### config.mk
export PLATFORM = sky130hd
export DESIGN_NAME = lockctl
export DESIGN_NICKNAME = d
export VERILOG_FILES = /design/src/rtl/lock_pkg.sv /design/src/rtl/lock_timer.sv /design/src/rtl/lockctl.sv
export SDC_FILE = /design/constraint.sdc
export NUM_CORES = 1
export LEC_CHECK = 0
export ABC_CLOCK_PERIOD_IN_PS = 2200
export CAP_MARGIN = 30
export CORE_ASPECT_RATIO = 0.5
export CORE_MARGIN = 4
export CORE_UTILIZATION = 25
export CTS_CLUSTER_DIAMETER = 200
export DETAILED_ROUTE_END_ITERATION = 12
export SYNTH_ARGS = -nofsm -noshare
export SYNTH_HDL_FRONTEND = slang
export SYNTH_SLANG_ARGS = --single-unit
### constraint.sdc
create_clock -name clk -period 2.2 [get_ports clk]
set_clock_uncertainty 0.1 [all_clocks]
set_input_delay 0.44 -clock clk [delete_from_list [all_inputs] [get_ports clk]]
set_output_delay 0.44 -clock clk [all_outputs]
set_load 0.03 [all_outputs]
### src/rtl/lock_pkg.sv
// Shared definitions for the digit-serial lock controller: state encoding,
// default parameter values and the counter width helper.
package lock_pkg;

    typedef enum logic [1:0] {
        SETUP   = 2'd0,
        ENTRY   = 2'd1,
        OPEN    = 2'd2,
        LOCKOUT = 2'd3
    } lock_state_t;

    localparam int DEF_DIGIT_W        = 4;
    localparam int DEF_DIGITS         = 4;
    localparam int DEF_MAX_TRIES      = 3;
    localparam int DEF_LOCKOUT_CYCLES = 16;

    // Bits needed to hold any value 0..n inclusive (never less than 1).
    function automatic int cnt_w(input int n);
        return (n < 1) ? 1 : $clog2(n + 1);
    endfunction

endpackage

### src/rtl/lock_timer.sv
// Loadable down-counter; done is high while enabled and the count has reached zero.
module lock_timer #(
    parameter int W = 4
) (
    input  logic         clk,
    input  logic         clr,
    input  logic         load,
    input  logic [W-1:0] load_val,
    input  logic         en,
    output logic         done
);

    logic [W-1:0] count;

    always_ff @(posedge clk or posedge clr) begin
        if (clr) begin
            count <= '0;
        end else if (load) begin
            count <= load_val;
        end else if (en && (count != '0)) begin
            count <= count - W'(1);
        end
    end

    assign done = en && (count == '0);

endmodule

### src/rtl/lockctl.sv
// Digit-serial lock controller: serial code entry, exact compare against the
// stored code, consecutive-failure counting and a timed lockout.
module lockctl
    import lock_pkg::*;
#(
    parameter int DIGIT_W        = DEF_DIGIT_W,
    parameter int DIGITS         = DEF_DIGITS,
    parameter int MAX_TRIES      = DEF_MAX_TRIES,
    parameter int LOCKOUT_CYCLES = DEF_LOCKOUT_CYCLES
) (
    input  logic                          clk,
    input  logic                          clr,
    input  logic                          set,
    input  logic [DIGITS*DIGIT_W-1:0]     new_code,
    input  logic                          digit_valid,
    input  logic [DIGIT_W-1:0]            digit,
    input  logic                          cancel,
    input  logic                          relock,
    output logic                          equal,
    output logic                          locked_out,
    output logic [cnt_w(MAX_TRIES)-1:0]   fail_cnt,
    output logic [cnt_w(DIGITS)-1:0]      digit_cnt
);

    localparam int CW = DIGITS * DIGIT_W;
    localparam int FW = cnt_w(MAX_TRIES);
    localparam int DW = cnt_w(DIGITS);
    localparam int TW = cnt_w(LOCKOUT_CYCLES);

    lock_state_t   state, state_n;
    logic [CW-1:0] code, code_n;
    logic [CW-1:0] entry, entry_n, entry_shift;
    logic [DW-1:0] dcnt_n;
    logic [FW-1:0] fcnt_n, fcnt_inc;
    logic          tmr_load, tmr_en, tmr_done;

    assign entry_shift = (entry << DIGIT_W) | CW'(digit);
    assign fcnt_inc    = fail_cnt + FW'(1);
    assign tmr_en      = (state == LOCKOUT);

    lock_timer #(
        .W(TW)
    ) u_timer (
        .clk      (clk),
        .clr      (clr),
        .load     (tmr_load),
        .load_val (TW'(LOCKOUT_CYCLES - 1)),
        .en       (tmr_en),
        .done     (tmr_done)
    );

    always_ff @(posedge clk or posedge clr) begin
        if (clr) begin
            state     <= SETUP;
            code      <= '0;
            entry     <= '0;
            digit_cnt <= '0;
            fail_cnt  <= '0;
        end else begin
            state     <= state_n;
            code      <= code_n;
            entry     <= entry_n;
            digit_cnt <= dcnt_n;
            fail_cnt  <= fcnt_n;
        end
    end

    // Input priority: cancel > set > relock > digit_valid.
    always_comb begin
        state_n  = state;
        code_n   = code;
        entry_n  = entry;
        dcnt_n   = digit_cnt;
        fcnt_n   = fail_cnt;
        tmr_load = 1'b0;
        case (state)
            SETUP: begin
                if (set) begin
                    code_n  = new_code;
                    state_n = ENTRY;
                end
            end
            ENTRY: begin
                if (cancel) begin
                    entry_n = '0;
                    dcnt_n  = '0;
                end else if (digit_valid) begin
                    if (digit_cnt == DW'(DIGITS - 1)) begin
                        entry_n = '0;
                        dcnt_n  = '0;
                        if (entry_shift == code) begin
                            state_n = OPEN;
                            fcnt_n  = '0;
                        end else begin
                            fcnt_n = fcnt_inc;
                            if (fcnt_inc == FW'(MAX_TRIES)) begin
                                state_n  = LOCKOUT;
                                tmr_load = 1'b1;
                            end
                        end
                    end else begin
                        entry_n = entry_shift;
                        dcnt_n  = digit_cnt + DW'(1);
                    end
                end
            end
            OPEN: begin
                if (!cancel) begin
                    if (set) begin
                        code_n = new_code;
                    end
                    if (relock) begin
                        state_n = ENTRY;
                    end
                end
            end
            LOCKOUT: begin
                if (tmr_done) begin
                    state_n = ENTRY;
                    fcnt_n  = '0;
                end
            end
        endcase
    end

    assign equal      = (state == OPEN);
    assign locked_out = (state == LOCKOUT);

endmodule

==> impl_metrics.yaml <==
synth:
  yosys.area.top_type: "dfrtp_1"
  syn_area_sq_um: 1930
  synth_top_family_by_area: "compound AO/OA/AOI/OAI gates"
  synth-xor-area-share: 0.0909
  synth_flop_cell: "dfrtp_1"
  synth_area_leaders: "dfrtp_1 52%, mux2_2 9.9%, xnor2_1 9.1%"
  avgSynthCellArea_sq_um: 12.9
  yosys_register_bits: 40
  yosys-top-cells-count: "40 x dfrtp_1, 20 x xnor2_1, 17 x mux2_2"
  synthMuxAreaShare: 0.0994
  syn_inst: 149
  synth_compound_area_frac: 0.131
  async_flop_share: 1.00
  synth_edf_count: 0
  yosysMostFrequentCell: "dfrtp_1"
  yosysWarnings: 0
  yosysSeqAreaShare: 0.519
  synth-simple-area-share: 0.108
  syn-num-nets: 179
  synth.distinct_cells: 33
  synth.top_cell.area_share: 0.519
  synth-adder-area-share: 0.0260
sta:
  setup_ws_ns: 0.243
  grt_setup_unrepaired: "false"
  fmax_mhz: 511
  period_minus_slack_ns: 1.96
  max_slew_margin: 0.665
  finalHoldViolCount: 0
  timing.hold.ws_ns: 0.423
  final_max_slew_viol_count: 0
  fin_setup_tns_ns: 0
  min_period_over_period: 0.890
  worstMarginPinSlew_ns: 0.503
  setup_viol: 0
route:
  viasPerCell: 4.56
  vias: 1318
  wl_per_cell_um: 13.6
  ant_nets: 0
  drt_iter0_drc: 87
  drc: 0
  dr.pass1.iters: 4
  wl_um: 3930
global_route:
  grt_max_degree: 41
  grtUsageTotal: 0.0906
  antenna_found_initial: 0
  grt_pass1_wl_um: 6840
  grt_pass1_vias: 1393
  grt-ovfl-total: 0
critical_path:
  required_ns: 1.66
  cp_max_fo: 7
  start_kind: "flop"
  worstPathArrival_ns: 1.42
  critPathCaptureType: "output port"
  r2r_slack_ns: 0.53
  crit_type: "reg -> out"
power:
  p_seq_frac: 0.447
  intPower_uw: 1460
  netSwitchingFraction: 0.256
  combPwrFrac: 0.183
  pwr_density_cell_nw_per_um2: 763
  p_total_uw: 1960
  leakage_uw: 0.00108
  netSwitchingPower_uw: 502
  clock_power_share: 0.370
  peakVddDrop_mv: 0.468
cts:
  clock_sinks: 40
  path_clk_slew_ns: 0.06
  postCtsSetupRepairBufs: 0
  htree_num_levels: 2
  cts.path.max_buffers: 2
  root_buffer: "clkbuf_16"
  cts_made_buffers: 5
  cts_tree: "yes"
  clock_latency_ns: 0.27
placement:
  port_buffers: 32
  place_area_sq_um: 2410
  dp.final_hpwl_um: 2870
  finalWeightedCongestion: 0.725
  preCtsSetupSlack_ns: 0.0872
floorplan:
  start_util: 0.260
  row_count: 22
  dieWidth_um: 132
  core_area_sq_um: 7400
  ioPinCount: 33
  dieArea_sq_um: 9260
  dieHeight_um: 70.1
cells_and_area:
  finalInstanceArea_sq_um: 2570
  finalNetCount: 222
  syn_to_final_growth_pct: 33.2
  diodes: 0
  drive_gt1_frac: 0.207
worst_hold_path:
  hold_path.class: "reg -> reg"
outcome:
  status: "complete, no violations"
run:
  maxCapViolCount: 0
## routing by layer
metal | track usage | up-vias | wire, um
met5 | 0 | - | 0
met4 | 0.0349 | 0 | 51
met3 | 0.0245 | 5 | 171
met2 | 0.153 | 34 | 1910
met1 | 0.111 | 657 | 1790
li1 | - | 622 | -
## path summary, 6_finish.rpt
check,startpoint,depth (start not counted),end
max,state[0]$_DFFE_PP0P_,3,locked_out
min,entry[10]$_DFFE_PP0P_,1,entry[10]$_DFFE_PP0P_
max reg2reg,u_timer.count[0]$_DFFE_PP0P_,6,state[1]$_DFFE_PP0P_
min reg2reg,entry[10]$_DFFE_PP0P_,1,entry[10]$_DFFE_PP0P_
max in group asynchronous,clr,3,code[2]$_DFFE_PP0P_
min in group asynchronous,clr,3,u_timer.count[3]$_DFFE_PP0P_
## logic make-up after synthesis
family / count (synthesis)
AO/OA/AOI/OAI: 30
buffers and inverters: 10
flip-flops: 40
AND/OR/NAND/NOR: 28
adder cells (fa/ha/maj): 4
XOR/XNOR: 20
multiplexers: 17
## power groups by stage
stage	Combinational (uW)	Clock, uW	Sequential [uW]
after floorplan	183	0	917
after global placement	355	0	886
after detailed placement	362	0	889
after CTS	363	742	877
after global routing	392	772	887
final	359	725	875
## state kept, by name, indices dropped and copies added, names as in the netlist
signal and flops:
entry 12, state 2, code 16, fail_cnt 2, u_timer.count 5, digit_cnt 3
## worst max-delay path: stages (launching register included)
cell and delay, ns:
dfrtp_1 0.51, nand2_1 0.12, inv_1 0.09, dlygate4sd2_1 0.41
## layout by cell type (no fill, tap or decap), types with 2 or more instances in the layout
cell             count
o21ai_0              6
inv_1                6
a22o_1              13
o31ai_1              2
nor2b_1              3
clkdlybuf4s50_1     30
and2_1               2
dfrtp_1             40
mux2_2              17
nand4_1              4
o21a_1               2
clkbuf_16            5
nor2_1               4
nor3_1               2
ha_1                 4
buf_4                7
nand2_1              4
xnor2_1             20
## repair_timing
item | CTS | global route
hold buffers | 0 | 0
gates resized for setup | 1 | 1
endpoints found under the setup margin | 1 | 1
## metrics by stage
stage,util,std cells
floorplan,-,149
global placement,0.326,281
detailed placement,0.326,281
CTS,0.346,289
global route,0.347,289
finish,0.347,289
## area by class of cell
type / count / area [sq um]
fill: 715 / 4840
sequential: 40 / 1000
multi-input combinational: 99 / 878
timing repair buffer: 40 / 394
clock buffer: 7 / 143
tap: 96 / 120
inverter: 6 / 22.5
clock inverter: 1 / 7.51
(Power assumes the default switching activity.)
